`config.mk`:
```
export PLATFORM = sky130hd
export DESIGN_NAME = min_sec_counter
export DESIGN_NICKNAME = d
export VERILOG_FILES = /design/src/rtl/clock_pkg.sv /design/src/rtl/tick_gen.sv /design/src/rtl/min_sec_counter.sv
export SDC_FILE = /design/constraint.sdc
export NUM_CORES = 1
export LEC_CHECK = 0
export BUFFER_PORTS_ARGS = -buffer_cell sky130_fd_sc_hd__buf_2
export CORE_MARGIN = 2
export CORE_UTILIZATION = 53
export CTS_CLUSTER_SIZE = 24
export DETAILED_ROUTE_END_ITERATION = 10
export PLACE_DENSITY = 0.71
export SYNTH_ARGS = -nofsm -noshare
export SYNTH_HDL_FRONTEND = slang
export SYNTH_SLANG_ARGS = --single-unit
export TNS_END_PERCENT = 10
```
`constraint.sdc`:
```
create_clock -name clk -period 2.1 [get_ports clk]
set_input_delay 0 -clock clk [delete_from_list [all_inputs] [get_ports clk]]
set_output_delay 0 -clock clk [all_outputs]
set_load 0.02 [all_outputs]
```
`src/rtl/clock_pkg.sv`:
```
// Shared definitions for the minutes/seconds clock slice.
// Mode encoding, digit limits and BCD 00..59 helpers.
package clock_pkg;

    localparam logic [0:0] RUN = 1'b0;
    localparam logic [0:0] SET = 1'b1;

    localparam logic [3:0] DIGIT1_MAX = 4'd9;
    localparam logic [2:0] DIGIT2_MAX = 3'd5;

    typedef struct packed {
        logic [2:0] tens;
        logic [3:0] units;
    } bcd60_t;

    function automatic logic bcd60_last(input bcd60_t v);
        return (v.tens == DIGIT2_MAX) && (v.units == DIGIT1_MAX);
    endfunction

    // Out-of-range codes fold back to zero rather than counting on.
    function automatic bcd60_t bcd60_inc(input bcd60_t v);
        bcd60_t r;
        r = v;
        if (v.units >= DIGIT1_MAX) begin
            r.units = 4'd0;
            if (v.tens >= DIGIT2_MAX)
                r.tens = 3'd0;
            else
                r.tens = v.tens + 3'd1;
        end else begin
            r.units = v.units + 4'd1;
        end
        return r;
    endfunction

endpackage

```
`src/rtl/tick_gen.sv`:
```
// One-second prescaler: counts 0..CLK_HZ-1, tick on the last count.
// clear holds the count at zero.
module tick_gen #(
    parameter int CLK_HZ = 50_000_000
) (
    input  logic clk,
    input  logic reset,
    input  logic clear,
    output logic tick
);

    localparam int W = (CLK_HZ > 2) ? $clog2(CLK_HZ) : 1;
    localparam logic [W-1:0] LAST = W'(CLK_HZ - 1);

    logic [W-1:0] cnt;

    always_ff @(posedge clk or negedge reset) begin
        if (!reset)
            cnt <= '0;
        else if (clear || cnt == LAST)
            cnt <= '0;
        else
            cnt <= cnt + 1'b1;
    end

    assign tick = (cnt == LAST);

endmodule

```
`src/rtl/min_sec_counter.sv`:
```
// MM:SS counter with run/set modes; hour_carry clocks the hours stage.
// Seconds and minutes are held as BCD digit pairs.
module min_sec_counter
    import clock_pkg::*;
#(
    parameter int CLK_HZ = 50_000_000
) (
    input  logic       clk,
    input  logic       reset,
    input  logic       set_mode,
    input  logic       inc_min,
    input  logic       inc_hour,
    output logic [3:0] sec_digit1,
    output logic [2:0] sec_digit2,
    output logic [3:0] min_digit1,
    output logic [2:0] min_digit2,
    output logic       hour_carry
);

    logic [0:0] state;
    logic       in_set;
    logic       tick;
    logic       run_tick;
    logic       inc_min_q;
    logic       inc_hour_q;
    logic       min_rise;
    logic       hour_rise;
    logic       wrap;
    bcd60_t     sec_q;
    bcd60_t     min_q;

    assign in_set = (state == SET);

    tick_gen #(
        .CLK_HZ(CLK_HZ)
    ) u_tick (
        .clk  (clk),
        .reset(reset),
        .clear(in_set),
        .tick (tick)
    );

    assign run_tick  = tick && !in_set;
    assign min_rise  = in_set && inc_min && !inc_min_q;
    assign hour_rise = in_set && inc_hour && !inc_hour_q;
    assign wrap      = run_tick && bcd60_last(sec_q)
                       && bcd60_last(min_q);

    always_ff @(posedge clk or negedge reset) begin
        if (!reset) begin
            state <= RUN;
        end else begin
            unique case (state)
                RUN:     state <= set_mode ? SET : RUN;
                SET:     state <= set_mode ? SET : RUN;
                default: state <= RUN;
            endcase
        end
    end

    always_ff @(posedge clk or negedge reset) begin
        if (!reset) begin
            inc_min_q  <= 1'b0;
            inc_hour_q <= 1'b0;
        end else begin
            inc_min_q  <= inc_min;
            inc_hour_q <= inc_hour;
        end
    end

    // Leaving SET restarts the seconds together with the prescaler.
    always_ff @(posedge clk or negedge reset) begin
        if (!reset) begin
            sec_q <= '0;
            min_q <= '0;
        end else if (in_set) begin
            if (!set_mode)
                sec_q <= '0;
            if (min_rise)
                min_q <= bcd60_inc(min_q);
        end else if (run_tick) begin
            sec_q <= bcd60_inc(sec_q);
            if (bcd60_last(sec_q))
                min_q <= bcd60_inc(min_q);
        end
    end

    // The self-mask keeps a RUN wrap and a SET hour step from pairing up.
    always_ff @(posedge clk or negedge reset) begin
        if (!reset)
            hour_carry <= 1'b0;
        else
            hour_carry <= (wrap || hour_rise) && !hour_carry;
    end

    assign sec_digit1 = sec_q.units;
    assign sec_digit2 = sec_q.tens;
    assign min_digit1 = min_q.units;
    assign min_digit2 = min_q.tens;

endmodule

```
==> results.yml, run 1 <==
status:
  status: "completed"
layout:
  area_growth_pct: 17.8
  drive_above_1_share_pct: 21.8
  utilization_pct: 64.9
  nFillCells: 348
  antennaDiodeCount: 0
  fin_cells: 336
  nNetsFinal: 299
critical_path:
  r2r_start: "u_tick.cnt[18]"
  slowest_stage: "or4_4"
  crit_path_max_incr_delay_ns: 0.61
  crit_path_cell_trace: "and4bb_2 > nand4b_4 > or4_4 > a211o_1 > o21ai_1"
  reg2reg_depth: 5
  startpoint_type: "register"
  r2r_end: "min_digit2[2]"
  arrival_ns: 2.20
  path_class: "reg -> reg"
  worst_path_dominant_cell_family: "simple AND/OR/NAND/NOR gates"
  rrSetupSlack_ns: 0.13
  crit_required_ns: 2.33
  path_max_fanout: 6
  cp-end-kind: "register"
  cp_num_buf_inv: 0
sta:
  tightest_slew_ns: 0.642
  hold_violations: 0
  fin_skew_ns: 0.00825
  fmax_mhz: 509
  finalCriticalPeriod_ns: 1.97
  period_share_pct: 93.6
  slew_headroom_pct: 57.2
  slew_viol_final: 0
  fin_ws_ns: 0.135
  setup_viol: 0
  rsz0062_at_grt: "false"
  fin_tns_setup_ns: 0
synthesis:
  yosysTopAreaCell: "dfrtp_1"
  synth_edf_count: 0
  synth_common_cells: "dfrtp_1, nor2_1, xor2_1, nand2_1, nand3_1"
  synth.area.top_cells: "dfrtp_1, nor2_1, ha_1"
  yosysSeqAreaShare_pct: 45.6
  synth_top_area_share_pct: 45.6
  yosys.cell_types.count: 49
  ys_warn_count: 0
  async_reset_ff_share_pct: 100
  syn_area_um2: 2410
  synthCells: 242
  synth_ff_type: "dfrtp_1"
  synth_seq_cells: 44
  yosysMostFrequentCell: "dfrtp_1"
  synth.net_count: 258
  post_synth.cell_area_avg_um2: 9.98
power:
  power.density_nw_per_um2: 779
  p_leak_nw: 1.32
  max-vdd-ir-drop_mv: 0.368
die:
  fp-row-count: 24
  die_h_um: 71.5
  ios: 20
  core-area_um2: 4380
  die_area_um2: 5110
  start_util_pct: 55.1
  die_w_um: 71.5
detailed_routing:
  wire_per_inst_um: 14.1
  vias_per_cell: 5.63
  ant_nets: 0
  drtIter0Drc: 160
  drc: 0
  via_count: 1891
  wirelength_um: 4740
  dr.pass1.iters: 4
clocking:
  cts_max_path_buffers: 2
  root_buffer: "clkbuf_8"
  clk_latency_ns: 0.30
  cts_made_buffers: 5
  postCtsSetupBuffers: 0
  path_clk_slew_ns: 0.08
  cts_tree: "done"
  clkSinkCount: 44
  htree_levels: 2
global_route:
  grt_pass1_wl_um: 8350
  grt_usage_pct: 20.8
  grt_max_degree: 29
  grt_pass1_vias: 1821
  grt_remaining_overflow: 0
  antenna_found_initial: 0
run:
  drv_cap: 0
placement:
  hpwl_um: 3340
  place_ws_ns: 0.0803
  dp.cells: 324
  io_buffers: 19
  gp_congestion: 0.790
hold_path:
  min_path_type: "in -> async"
[what timing repair did]
| item | CTS | global route |
|---|---|---|
| setup endpoints to repair | 0 | 3 |
| hold endpoints to repair | 29 | 0 |
| gates resized for setup | 0 | 5 |
| hold buffers | 4 | 0 |
[state kept, by name, summed over array words and instances (netlist names)]
register    cells
inc_min_q       1
sec_digit1      4
min_digit2      3
sec_digit2      3
min_digit1      4
u_tick.cnt     26
hour_carry      1
inc_hour_q      1
in_set          1
[cell usage in the layout, fill, tap and decap left out, drive strengths merged, types with 2 or more instances in the layout]
| cell | n |
|---|---|
| inv | 12 |
| nor4 | 4 |
| xnor2 | 10 |
| nand4b | 3 |
| nor2 | 40 |
| o31ai | 2 |
| and3 | 4 |
| dlygate4sd3 | 4 |
| a32o | 2 |
| and4 | 3 |
| or3 | 2 |
| buf | 36 |
| nor4b | 2 |
| dfrtp | 44 |
| or2 | 4 |
| ha | 11 |
| o21ai | 6 |
| nand4 | 13 |
| o311ai | 2 |
| nand2 | 14 |
| nand2b | 3 |
| o22a | 2 |
| a21oi | 3 |
| nand3 | 13 |
| xor2 | 15 |
| nand3b | 2 |
| nor3 | 4 |
| mux2i | 2 |
| clkbuf | 6 |
[routing by layer]
metal  part of all wire, %  GRT usage (%)  wire length, um
met2                    47           32.6             2250
met3                   3.9           4.22              185
met5                     0              0                0
met4                   1.3           6.29               63
met1                    47           29.5             2240
[report_power, final]
part / leakage [nW] / internal (W) / switching (W)
sequential: 0.589 / 0.000927 / 0.0000930
combinational: 0.675 / 0.000221 / 0.000338
clock: 0.0552 / 0.000353 / 0.000285
[final cells by class]
type	instances	area (um2)	area share (%)
multi-input combinational	180	1260	44.4
sequential	44	1100	38.7
clock inverter	2	35.0	1.23
tap	52	65.1	2.29
clock buffer	6	72.6	2.55
inverter	12	45.0	1.58
timing repair buffer	40	263	9.23
[worst max path at each step]
stage,start,endpoint,depth (start not counted)
2_1_floorplan,sec_digit1[1],sec_digit2[0],7
3_3_place_gp,u_tick.cnt[0],min_digit2[2],6
4_1_cts,u_tick.cnt[0],min_digit2[2],6
6_report,u_tick.cnt[18],min_digit2[2],5
3_5_place_dp,u_tick.cnt[0],min_digit2[2],6
5_1_grt,u_tick.cnt[8],min_digit2[2],5
[kinds of logic after synthesis]
group / count (synthesis) / share of synthesized area [%]
simple gates: 117 / 27.6
flops: 44 / 45.6
compound gates: 25 / 7.77
xor+xnor: 25 / 9.07
buf+inv: 18 / 3.47
fa+ha+maj: 11 / 5.70
mux: 2 / 0.829
[per-stage QoR]
stage,power (W),area (um2),hold WS (ns)
after floorplan,0.00139,2410,-0.296
after global placement,0.00158,2670,0.0547
after detailed placement,0.00159,2670,0.0586
after CTS,0.00223,2820,0.272
after global routing,0.00236,2850,0.332
final,0.00222,2850,0.255
Note: power is estimated with default switching activity, not from simulation.
==> run 2: changes to the inputs <==
--- a/config.mk
+++ b/config.mk
@@ -10,7 +10,8 @@
 export CORE_UTILIZATION = 53
 export CTS_CLUSTER_SIZE = 24
 export DETAILED_ROUTE_END_ITERATION = 10
-export PLACE_DENSITY = 0.71
+export MAX_ROUTING_LAYER = met4
+export PLACE_DENSITY = 0.75
 export SYNTH_ARGS = -nofsm -noshare
 export SYNTH_HDL_FRONTEND = slang
 export SYNTH_SLANG_ARGS = --single-unit
==> constraint.sdc (replaced) <==
create_clock -name clk -period 2.1 [get_ports clk]
set_input_delay 0.105 -clock clk [delete_from_list [all_inputs] [get_ports clk]]
set_output_delay 0.105 -clock clk [all_outputs]
set_load 0.02 [all_outputs]
==> results.yml, run 2 (synthesis gave the netlist of run 1 again) <==
global_route:
  grt_usage_pct: 20.3
  grt_pass1_wl_um: 7850
  grt_max_degree: 28
  grt_remaining_overflow: 0
  antenna_found_initial: 0
  grt_pass1_vias: 1716
detailed_routing:
  vias_per_cell: 5.65
  wire_per_inst_um: 14.0
  drtIter0Drc: 69
  dr.pass1.iters: 4
  drc: 0
  ant_nets: 0
  wirelength_um: 4670
  via_count: 1883
placement:
  dp.cells: 321
  place_ws_ns: 0.0918
  hpwl_um: 3360
  gp_congestion: 0.820
  io_buffers: 19
die:
  start_util_pct: 55.1
  core-area_um2: 4380
  die_w_um: 71.5
  ios: 20
  die_area_um2: 5110
  fp-row-count: 24
  die_h_um: 71.5
critical_path:
  r2r_end: "min_digit2[2]"
  crit_required_ns: 2.33
  path_max_fanout: 5
  path_class: "reg -> reg"
  arrival_ns: 2.25
  rrSetupSlack_ns: 0.08
  startpoint_type: "register"
  cp-startpoint: "sec_digit2[1]"
  r2r_start: "sec_digit2[1]"
  cp-end-kind: "register"
  reg2reg_depth: 7
  endpoint: "min_digit2[2]"
layout:
  final_cell_mix: "dfrtp_1, nor2_1, buf_2, xor2_1"
  nFillCells: 373
  utilization_pct: 63.6
  area_growth_pct: 15.4
  antennaDiodeCount: 0
  nNetsFinal: 296
  drive_above_1_share_pct: 21.0
  fin_cells: 333
  layout_commonest_cell: "dfrtp_1"
  largest_register: "u_tick.cnt"
  largest_reg_flops: 26
status:
  status: "completed"
sta:
  fin_ws_ns: 0.0784
  hold_violations: 0
  fmax_mhz: 495
  slew_viol_final: 0
  period_share_pct: 96.3
  setup_viol: 0
  rsz0062_at_grt: "true"
  finalCriticalPeriod_ns: 2.02
  hold_ws_ns: 0.332
  fin_skew_ns: 0.0112
  slew_headroom_pct: 60.9
  tightest_slew_ns: 0.587
power:
  swShare_pct: 33.7
  power_frac_comb_pct: 26.0
  seq_power_share_pct: 47.9
  p_leak_nw: 1.28
  finalPower_w: 0.00213
  clock_power_share_pct: 26.1
  max-vdd-ir-drop_mv: 0.390
  p_int_w: 0.00141
  switchingPower_w: 0.000718
  power.density_nw_per_um2: 764
clocking:
  cts_made_buffers: 5
  root_buffer: "clkbuf_8"
  path_clk_slew_ns: 0.08
  cts_tree: "done"
  postCtsSetupBuffers: 0
  cts_max_path_buffers: 2
  clk_latency_ns: 0.30
  htree_levels: 2
  clkSinkCount: 44
run:
  drv_cap: 0
hold_path:
  min_path_type: "in -> async"
run 2: metal layers:
| layer | wire (um) | up-vias | global-route usage [%] |
|---|---|---|---|
| li1 | - | 932 | - |
| met1 | 2190 | 909 | 27.1 |
| met2 | 2220 | 36 | 31.4 |
| met3 | 182 | 6 | 4.22 |
| met4 | 69 | 0 | 6.29 |
| met5 | 0 | - | - |
run 2: per-stage QoR:
| stage | TNS, ns | area [um2] |
|---|---|---|
| after global routing | -0.0715 | 2790 |
| after floorplan | 0 | 2410 |
| final | 0 | 2790 |
| after global placement | 0 | 2650 |
| after CTS | 0 | 2780 |
| after detailed placement | 0 | 2650 |
run 2: how the worst min path moves through the flow:
stage | start | end | depth (start not counted)
2_1_floorplan | reset | hour_carry | 0
3_3_place_gp | reset | u_tick.cnt[17] | 1
3_5_place_dp | reset | u_tick.cnt[19] | 1
4_1_cts | reset | u_tick.cnt[20] | 2
5_1_grt | reset | u_tick.cnt[21] | 2
6_report | reset | u_tick.cnt[21] | 2
run 2: power groups by stage:
stage	Sequential [W]	Combinational [W]	Clock (W)
2_1_floorplan	0.00112	0.000272	0
3_3_place_gp	0.00103	0.000543	0
3_5_place_dp	0.00104	0.000545	0
4_1_cts	0.00102	0.000555	0.000573
5_1_grt	0.00104	0.000617	0.000608
6_report	0.00102	0.000554	0.000556
run 2: layout make-up:
cell class	count	area (um2)	area share (%)
Clock inverter	1	7.51	0.269
Sequential cell	44	1100	39.5
Timing Repair Buffer	37	240	8.62
Multi-Input combinational cell	180	1240	44.6
Inverter	12	45.0	1.62
Clock buffer	7	86.3	3.10
Tap cell	52	65.1	2.33
run 2: critical path, stage by stage (launching register included):
cell,delay [ns]
dfrtp_1,0.38
inv_1,0.06
ha_1,0.18
nor4bb_1,0.30
nand3_1,0.15
or4_4,0.54
a211o_1,0.27
o21ai_1,0.07
run 2: repair_timing:
action,CTS,global route
hold buffers,4,0
setup endpoints to repair,0,3
gates resized for setup,0,3
endpoints found under the hold margin,28,0
